`src/rtl/mem_arb_pkg.sv`:
```
// Shared types and constants for the RAM port arbiter.
// Optional starvation guard is enabled with MEM_ARB_STARVE_GUARD_EN.
package mem_arb_pkg;

    typedef enum logic [1:0] {
        IDLE  = 2'd0,
        READ  = 2'd1,
        WRITE = 2'd2
    } state_t;

    typedef enum logic [1:0] {
        OWN_IF = 2'd0,
        OWN_LD = 2'd1,
        OWN_ST = 2'd2
    } owner_t;

    localparam logic [2:0] LEN_B = 3'd1;
    localparam logic [2:0] LEN_H = 3'd2;
    localparam logic [2:0] LEN_W = 3'd4;

    localparam logic [1:0] IO_ADDR_HI_DEF   = 2'b11;
    localparam logic [2:0] STARVE_LIMIT_DEF = 3'd4;

endpackage

```
`src/rtl/mem_arb_pick.sv`:
```
// Combinational grant picker: ST > LD > IF unless IF is starved.
// Flush suppresses read grants; stores are unaffected.
module mem_arb_pick
    import mem_arb_pkg::*;
(
    input  logic       if_req,
    input  logic       ld_req,
    input  logic       st_req,
    input  logic       st_ok,
    input  logic       flush,
    input  logic       starve_hit,
    output logic [2:0] grant
);

    always_comb begin
        grant = '0;
        if (starve_hit && if_req && !flush) begin
            grant[OWN_IF] = 1'b1;
        end else if (st_req && st_ok) begin
            grant[OWN_ST] = 1'b1;
        end else if (ld_req && !flush) begin
            grant[OWN_LD] = 1'b1;
        end else if (if_req && !flush) begin
            grant[OWN_IF] = 1'b1;
        end
    end

endmodule

```
`src/rtl/mem_arbiter.sv`:
```
// Byte-serial RAM port arbiter for fetch, load and store.
// Define MEM_ARB_STARVE_GUARD_EN to force-grant a starved fetch.
module mem_arbiter
    import mem_arb_pkg::*;
#(
    parameter logic [1:0] IO_ADDR_HI = IO_ADDR_HI_DEF
`ifdef MEM_ARB_STARVE_GUARD_EN
    ,
    parameter logic [2:0] STARVE_LIMIT = STARVE_LIMIT_DEF
`endif
) (
    input  logic        clk_in,
    input  logic        rst_n_in,
    input  logic        rdy_in,
    input  logic        flush_in,
    input  logic        io_buffer_full,
    input  logic        if_req,
    input  logic [31:0] if_addr,
    output logic        if_done,
    output logic [31:0] if_data,
    input  logic        ld_req,
    input  logic [31:0] ld_addr,
    input  logic [2:0]  ld_len,
    output logic        ld_done,
    output logic [31:0] ld_data,
    input  logic        st_req,
    input  logic [31:0] st_addr,
    input  logic [2:0]  st_len,
    input  logic [31:0] st_data,
    output logic        st_done,
    input  logic [7:0]  mem_din,
    output logic [7:0]  mem_dout,
    output logic [31:0] mem_a,
    output logic        mem_wr
);

    state_t      state_q;
    state_t      state_d;
    owner_t      owner_q;
    logic [2:0]  cnt_q;
    logic [2:0]  len_q;
    logic [31:0] base_q;
    logic [31:0] wdata_q;
    logic [31:0] rbuf_q;
    logic [31:0] rmerge;
    logic [31:0] addr_cur;
    logic [1:0]  lane;
    logic [2:0]  grant;
    logic        st_ok;
    logic        starve_hit;

    assign st_ok    = !((st_addr[17:16] == IO_ADDR_HI) && io_buffer_full);
    assign addr_cur = base_q + {29'd0, cnt_q};
    assign lane     = cnt_q[1:0] - 2'd1;

    // RAM data lags the address by one cycle, so it lands in lane cnt-1.
    always_comb begin
        rmerge = rbuf_q;
        rmerge[{lane, 3'b000} +: 8] = mem_din;
    end

    mem_arb_pick u_pick (
        .if_req     (if_req),
        .ld_req     (ld_req),
        .st_req     (st_req),
        .st_ok      (st_ok),
        .flush      (flush_in),
        .starve_hit (starve_hit),
        .grant      (grant)
    );

`ifdef MEM_ARB_STARVE_GUARD_EN
    logic [2:0] starve_q;

    assign starve_hit = (starve_q == STARVE_LIMIT);

    always_ff @(posedge clk_in or negedge rst_n_in) begin
        if (!rst_n_in) begin
            starve_q <= 3'd0;
        end else if (rdy_in && state_q == IDLE && |grant) begin
            if (grant[OWN_IF] || !if_req) begin
                starve_q <= 3'd0;
            end else if (!starve_hit) begin
                starve_q <= starve_q + 3'd1;
            end
        end
    end
`else
    assign starve_hit = 1'b0;
`endif

    always_comb begin
        state_d  = state_q;
        mem_a    = '0;
        mem_wr   = 1'b0;
        mem_dout = '0;
        unique case (state_q)
            IDLE: begin
                if (grant[OWN_ST]) begin
                    state_d = WRITE;
                end else if (|grant) begin
                    state_d = READ;
                end
            end
            READ: begin
                if (cnt_q < len_q) begin
                    mem_a = addr_cur;
                end
                if (flush_in || cnt_q >= len_q) begin
                    state_d = IDLE;
                end
            end
            WRITE: begin
                mem_wr   = rdy_in;
                mem_a    = addr_cur;
                mem_dout = wdata_q[{cnt_q[1:0], 3'b000} +: 8];
                if (cnt_q == len_q - 3'd1) begin
                    state_d = IDLE;
                end
            end
            default: state_d = IDLE;
        endcase
    end

    always_ff @(posedge clk_in or negedge rst_n_in) begin
        if (!rst_n_in) begin
            state_q <= IDLE;
            owner_q <= OWN_IF;
            cnt_q   <= '0;
            len_q   <= '0;
            base_q  <= '0;
            wdata_q <= '0;
            rbuf_q  <= '0;
            if_done <= 1'b0;
            if_data <= '0;
            ld_done <= 1'b0;
            ld_data <= '0;
            st_done <= 1'b0;
        end else if (rdy_in) begin
            state_q <= state_d;
            if_done <= 1'b0;
            ld_done <= 1'b0;
            st_done <= 1'b0;
            unique case (state_q)
                IDLE: begin
                    cnt_q   <= '0;
                    rbuf_q  <= '0;
                    wdata_q <= st_data;
                    unique case (1'b1)
                        grant[OWN_ST]: begin
                            owner_q <= OWN_ST;
                            base_q  <= st_addr;
                            len_q   <= st_len;
                        end
                        grant[OWN_LD]: begin
                            owner_q <= OWN_LD;
                            base_q  <= ld_addr;
                            len_q   <= ld_len;
                        end
                        grant[OWN_IF]: begin
                            owner_q <= OWN_IF;
                            base_q  <= if_addr;
                            len_q   <= LEN_W;
                        end
                        default: ;
                    endcase
                end
                READ: begin
                    cnt_q <= cnt_q + 3'd1;
                    if (cnt_q != 3'd0) begin
                        rbuf_q <= rmerge;
                    end
                    if (flush_in) begin
                        cnt_q <= '0;
                    end else if (cnt_q >= len_q) begin
                        cnt_q <= '0;
                        if (owner_q == OWN_IF) begin
                            if_done <= 1'b1;
                            if_data <= rmerge;
                        end else begin
                            ld_done <= 1'b1;
                            ld_data <= rmerge;
                        end
                    end
                end
                WRITE: begin
                    cnt_q <= cnt_q + 3'd1;
                    if (state_d == IDLE) begin
                        cnt_q   <= '0;
                        st_done <= 1'b1;
                    end
                end
                default: ;
            endcase
        end
    end

endmodule

```
`config.mk`:
```
export PLATFORM = sky130hd
export DESIGN_NAME = mem_arbiter
export DESIGN_NICKNAME = d
export VERILOG_FILES = /design/src/rtl/mem_arb_pkg.sv /design/src/rtl/mem_arb_pick.sv /design/src/rtl/mem_arbiter.sv
export SDC_FILE = /design/constraint.sdc
export NUM_CORES = 1
export LEC_CHECK = 0
export CAP_MARGIN = 15
export CORE_MARGIN = 4
export CORE_UTILIZATION = 50
export CTS_BUF_LIST = sky130_fd_sc_hd__clkbuf_4
export DETAILED_ROUTE_END_ITERATION = 12
export PLACE_DENSITY = 0.92
export SLEW_MARGIN = 5
export SYNTH_ARGS = -nofsm -noshare
export SYNTH_HDL_FRONTEND = slang
export SYNTH_SLANG_ARGS = --single-unit
```
`constraint.sdc`:
```
create_clock -name clk_in -period 5.9 [get_ports clk_in]
set_input_delay 1.18 -clock clk_in [delete_from_list [all_inputs] [get_ports clk_in]]
set_output_delay 1.18 -clock clk_in [all_outputs]
set_load 0.005 [all_outputs]
```
==> impl_metrics.py, run 1 <==
metrics = {
    "setup_path": {
        "worstSetupStartpointType": "flip-flop",
        "required_ns": 4.72,
        "arrival_ns": 3.75,
        "path_class": "reg2out",
        "worstSetupEndpointType": "output pin",
        "path_max_fanout": 28,
    },
    "clock_tree": {
        "cts.sinks": 173,
        "ctsResizeCount": 0,
        "clk_pin_slew_ns": 0.13,
        "cts_tree": "built",
        "cts-root-buf": "clkbuf_4",
        "cts_hold_buf": 0,
        "cts_buffers": 17,
        "postCtsSetupRepairBufs": 0,
        "clk_path_buf_depth": 2,
        "clock_latency_ns": 0.56,
        "htreeDepth": 4,
    },
    "sta": {
        "fin_ws_ns": 0.9736,
        "clock.fmax_mhz": 203.0,
        "period_needed_ns": 4.926,
        "rsz0062_at_grt": "false",
        "clock_skew_ns": 0.02818,
        "post-route-period-util_pct": 83.50,
        "hold_viol": 0,
        "slew_headroom_pct": 21.89,
        "drv_slew": 0,
        "worst_slew_pin_slew_ns": 1.169,
        "tns_ns": 0,
        "setup_viol": 0,
    },
    "logic_synthesis": {
        "synth_top_area_cell": "dfrtp_1",
        "synth_commonest_cells": "dfrtp_1 (173), a22o_1 (96), mux2_2 (96), nor2_1 (69), a21oi_1 (40)",
        "synthCells": 785,
        "syn_area_sq_mm": 0.009059,
        "yosys_most_used_dff": "dfrtp_1",
        "syn_nets": 953,
        "synth_top_area_share_pct": 47.79,
        "synth_edf_count": 0,
        "synthArstFlopShare_pct": 100.0,
        "ys_seq_area_share_pct": 47.79,
        "synthDistinctLibCells": 62,
        "synth_area_leaders": "dfrtp_1 (48%), mux2_2 (12%), a22o_1 (9.3%), a222oi_1 (3.5%), nor2_1 (2.9%)",
        "syn_avg_cell_area_sq_um": 11.54,
        "synth-seq-cells": 173,
        "synth_warnings": 0,
        "synthMostInstantiatedCell": "dfrtp_1",
    },
    "min_path": {
        "min_path_type": "reg2reg",
    },
    "placed_design": {
        "placed_cells": 1214,
        "preCtsSetupSlack_ns": 1.516,
        "gp_congestion": 0.8918,
        "io_buffers": 257,
        "dp_hpwl_mm": 18.48,
    },
    "cells_and_area": {
        "finalNetCount": 1178,
        "fin_cells": 1248,
        "drive_gt1_share_pct": 16.93,
        "nFillCells": 1221,
        "syn_to_final_growth_pct": 33.00,
    },
    "global_routing": {
        "antenna_found_initial": 1,
        "grt_use_total_pct": 24.52,
        "grt_max_degree": 72,
        "gr-total-overflow": 0,
        "grt_pass1_vias": 7749,
        "grt_pass1_wl_mm": 39.37,
    },
    "floorplanning": {
        "core_sq_mm": 0.01754,
        "rows": 48,
        "dieArea_sq_mm": 0.02033,
        "start_util_pct": 51.66,
        "num_io_pins": 258,
        "chipWidth_um": 142.6,
        "die_h_um": 142.6,
    },
    "pwr": {
        "power_density_mw_per_mm2": 373.3,
        "leakage_nw": 5.141,
        "vdd_drop_max_mv": 0.2842,
    },
    "detailed_routing": {
        "drt-total-wl_mm": 25.34,
        "initialDrtViolationCount": 723,
        "wl_per_cell_um": 20.31,
        "drtPass1Iterations": 8,
        "vias": 7459,
        "drtAntennaViolNets": 0,
        "vias_per_cell": 5.977,
        "drc": 0,
    },
    "status": {
        "status": "finished clean",
    },
    "flow_run": {
        "max-cap-violations": 0,
    },
}
## where the power goes
part	switching, mW	total, mW	internal (mW)
registers	0.258	1.73	1.47
logic	1.01	2.11	1.10
clock network	0.406	0.655	0.249
total	1.68	4.50	2.82
## routing by layer
layer	wire length, um	up-vias	GRT usage (%)
li1	-	3387	-
met1	10080	3725	30.11
met2	12850	306	42.09
met3	1787	41	5.948
met4	620	0	9.005
met5	0	-	0
## worst paths after layout
path	start	end	slack, ns	cells past startpoint
setup / recovery	cnt_q[0]	mem_a[2]	0.97	9
min in group asynchronous	rst_n_in	rbuf_q[1]	0.61	1
max in group asynchronous	rst_n_in	base_q[8]	4.01	2
hold / removal	ld_done	ld_done	0.51	1
hold reg to reg	ld_done	ld_done	0.51	1
setup reg to reg	cnt_q[0]	if_data[12]	2.53	9
## final cells by class
class	instances	area (sq um)	share of cell area, %
Multi-Input combinational cell	522	4380	36.36
Sequential cell	173	4329	35.93
Timing Repair Buffer	270	2699	22.40
Tap cell	225	281.5	2.337
Clock buffer	18	135.1	1.122
Clock inverter	13	122.6	1.018
Inverter	26	97.59	0.8101
Antenna cell	1	2.502	0.02077
## worst max-delay path, stage by stage (launching register included)
cell             delay (ns)
dfrtp_1                0.38
buf_4                  0.23
inv_1                  0.26
ha_1                   0.22
nor2b_1                0.05
o21ai_0                0.14
a31o_2                 0.26
nand2_1                0.57
nor3_1                 0.51
clkdlybuf4s50_1        0.58
## sequential cells by signal, indices dropped and copies added (netlist names)
| signal | flops |
|---|---|
| wdata_q | 32 |
| if_data | 32 |
| cnt_q | 3 |
| rbuf_q | 32 |
| len_q | 3 |
| state_q | 2 |
| owner_q | 2 |
| ld_done | 1 |
| st_done | 1 |
| ld_data | 32 |
| base_q | 32 |
| if_done | 1 |
## stage by stage
stage | hold slack, ns | cell area [sq um] | util (%) | power (mW)
finish | 0.5076 | 12050 | 68.70 | 4.497
global route | 0.5266 | 12050 | 68.70 | 4.784
CTS | 0.5055 | 12000 | 68.44 | 4.514
detailed placement | 0.4719 | 11750 | 66.97 | 3.844
floorplan | 0.4739 | 9059 | - | 2.927
global placement | 0.4715 | 11750 | 66.97 | 3.774
## cell usage in the layout, fill, tap and decap left out, types with 17 or more instances in the layout
cell             count
dfrtp_1            173
ha_1                17
mux2_2              96
a22o_1              96
a222oi_1            32
a21oi_1             39
nor2_1              69
clkdlybuf4s50_1    256
inv_1               22
clkbuf_4            18
nand2_1             23
xnor2_1             22
## cell families (layout without fill, tap and decap cells)
group	Yosys count	count (layout)	synth area share, %
mux	107	107	14.25
flops	173	173	47.79
fa+ha+maj	18	18	2.569
xor+xnor	27	27	2.776
compound gates	205	205	18.20
buf+inv	90	327	4.227
simple gates	165	165	10.18
other cells	0	1	0
Power figures use the tool's default switching activity.
==> inputs of run 2 (changes only) <==
- CORE_UTILIZATION: 50 -> 45
- PLACE_DENSITY: 0.92 -> 0.88
- clock period: 5.9 -> 4.45 ns (I/O delays scaled with it)
==> run 2 against run 1 <==
  * Combinational power increased by 34%
  * Design area rose by 0.83%
  * Clock-buffer cell count increased by 1
  * Global-route usage is 2.3 points lower
  * Die area is 10% higher
  * Sequential power rose by 32%
  * Utilization shrank 6.9 points
  * Clock skew down 0.0044 ns
  * Critical endpoint is now mem_a[28]
  * Largest power group unchanged
  * Highest routed layer unchanged
==> impl_metrics.py, run 2 (same netlist as run 1, synthesis figures left out) <==
metrics = {
    "status": {
        "status": "finished clean",
    },
    "flow_run": {
        "max-cap-violations": 0,
    },
    "detailed_routing": {
        "vias": 7325,
        "drtPass1Iterations": 8,
        "drt-total-wl_mm": 25.00,
        "wl_per_cell_um": 19.37,
        "drc": 0,
        "vias_per_cell": 5.674,
        "initialDrtViolationCount": 641,
        "drtAntennaViolNets": 0,
    },
    "floorplanning": {
        "chipWidth_um": 149.9,
        "rows": 51,
        "dieArea_sq_mm": 0.02246,
        "die_h_um": 149.9,
        "core_sq_mm": 0.01965,
        "num_io_pins": 258,
        "start_util_pct": 46.09,
    },
    "sta": {
        "period_needed_ns": 4.201,
        "whs_ns": 0.4106,
        "post-route-period-util_pct": 94.40,
        "rsz0062_at_grt": "false",
        "drv_slew": 0,
        "clock_skew_ns": 0.02375,
        "hold_viol": 0,
        "slew_headroom_pct": 36.61,
        "worst_slew_pin_slew_ns": 0.9509,
        "clock.fmax_mhz": 238.1,
        "tns_ns": 0,
        "setup_viol": 0,
    },
    "placed_design": {
        "gp_congestion": 0.8375,
        "dp_hpwl_mm": 18.38,
        "place_area_sq_mm": 0.01184,
        "io_buffers": 257,
    },
    "global_routing": {
        "grt_max_degree": 104,
        "grt_pass1_vias": 7566,
        "gr-total-overflow": 0,
        "grt_pass1_wl_mm": 39.36,
        "grt_use_total_pct": 22.24,
        "antenna_found_initial": 0,
    },
    "cells_and_area": {
        "finalNetCount": 1181,
        "layout_common_cells": "clkdlybuf4s50_1 (256), dfrtp_1 (173), mux2_2 (96), a22o_1 (96), nor2_1 (69)",
        "final_area_sq_mm": 0.01215,
        "diodes": 0,
        "fin_util_pct": 61.81,
        "syn_to_final_growth_pct": 34.10,
        "drive_gt1_share_pct": 17.74,
        "layout_commonest_cell": "clkdlybuf4s50_1",
    },
    "pwr": {
        "leakage_nw": 5.147,
        "intPower_mw": 3.684,
        "power_density_mw_per_mm2": 492.4,
        "p_comb_share_pct": 47.2,
        "p_total_mw": 5.982,
        "power_switching_mw": 2.298,
        "vdd_drop_max_mv": 0.3651,
        "power_frac_clock_pct": 14.5,
        "seqPwrFrac_pct": 38.2,
        "p_sw_share_pct": 38.41,
    },
    "setup_path": {
        "arrival_ns": 3.31,
        "r2r_start": "cnt_q[0]",
        "worstSetupStartpointType": "flip-flop",
        "path_max_fanout": 11,
        "r2r_end": "rbuf_q[21]",
        "path_class": "reg2out",
        "r2r_slack_ns": 1.63,
        "required_ns": 3.56,
        "r2r_cells": 7,
        "worstSetupEndpointType": "output pin",
    },
    "clock_tree": {
        "cts_buffers": 17,
        "clk_pin_slew_ns": 0.15,
        "postCtsSetupRepairBufs": 0,
        "htreeDepth": 4,
        "cts_hold_buf": 0,
        "clk_path_buf_depth": 2,
        "cts-root-buf": "clkbuf_4",
        "cts.sinks": 173,
        "clock_latency_ns": 0.57,
        "cts_tree": "built",
    },
    "min_path": {
        "min_path_type": "in2async",
    },
}
run 2: worst max-delay path, cell delays in order, from the launching register on:
cell and delay, ns:
dfrtp_1 0.53, inv_1 0.17, fa_1 0.49, nor2b_2 0.21, o2111ai_4 0.26, nor4_2 0.39, xnor2_1 0.10, nor2_1 0.09
clkdlybuf4s50_1 0.52
run 2: area by class of cell:
type | instances | area, sq um
fill | 1610 | 7506
multi-input combinational | 522 | 4403
tap | 265 | 331.6
timing repair buffer | 273 | 2714
clock buffer | 19 | 142.6
sequential | 173 | 4329
inverter | 26 | 97.59
clock inverter | 13 | 130.1
run 2: per-stage QoR:
stage / worst slack (ns) / std cells
CTS: 0.04720 / 1290
detailed placement: 0.7048 / 1258
global route: 0.04817 / 1291
floorplan: 1.218 / 785
finish: 0.2493 / 1291
global placement: 0.8178 / 1258
run 2: worst max-delay path by stage:
stage / end / startpoint / cells after the start
6_report: mem_a[28] / cnt_q[1] / 8
3_5_place_dp: mem_a[28] / cnt_q[1] / 8
5_1_grt: mem_a[26] / cnt_q[1] / 8
3_3_place_gp: mem_a[28] / cnt_q[1] / 8
2_1_floorplan: mem_a[26] / cnt_q[1] / 9
4_1_cts: mem_a[28] / cnt_q[1] / 8
run 2: repair_timing:
| item | 4_1_cts | 5_1_grt |
|---|---|---|
| endpoints found under the setup margin | 0 | 16 |
| resized for setup | 0 | 4 |
| hold endpoints to repair | 0 | 0 |
run 2: layer usage:
layer | up-vias | share of wire (%) | GRT usage (%)
met4 | 0 | 2.5 | 8.417
met1 | 3619 | 40 | 27.62
met5 | - | 0 | 0
met2 | 269 | 50 | 37.35
li1 | 3401 | - | -
met3 | 36 | 7.4 | 5.754
run 2: power by group through the flow:
| stage | sequential [mW] | combinational (mW) | clock (mW) |
|---|---|---|---|
| after floorplan | 2.22 | 1.66 | 0 |
| after global placement | 2.30 | 2.77 | 0 |
| after detailed placement | 2.31 | 2.82 | 0 |
| after CTS | 2.28 | 2.84 | 0.896 |
| after global routing | 2.34 | 3.10 | 0.958 |
| final | 2.29 | 2.83 | 0.868 |
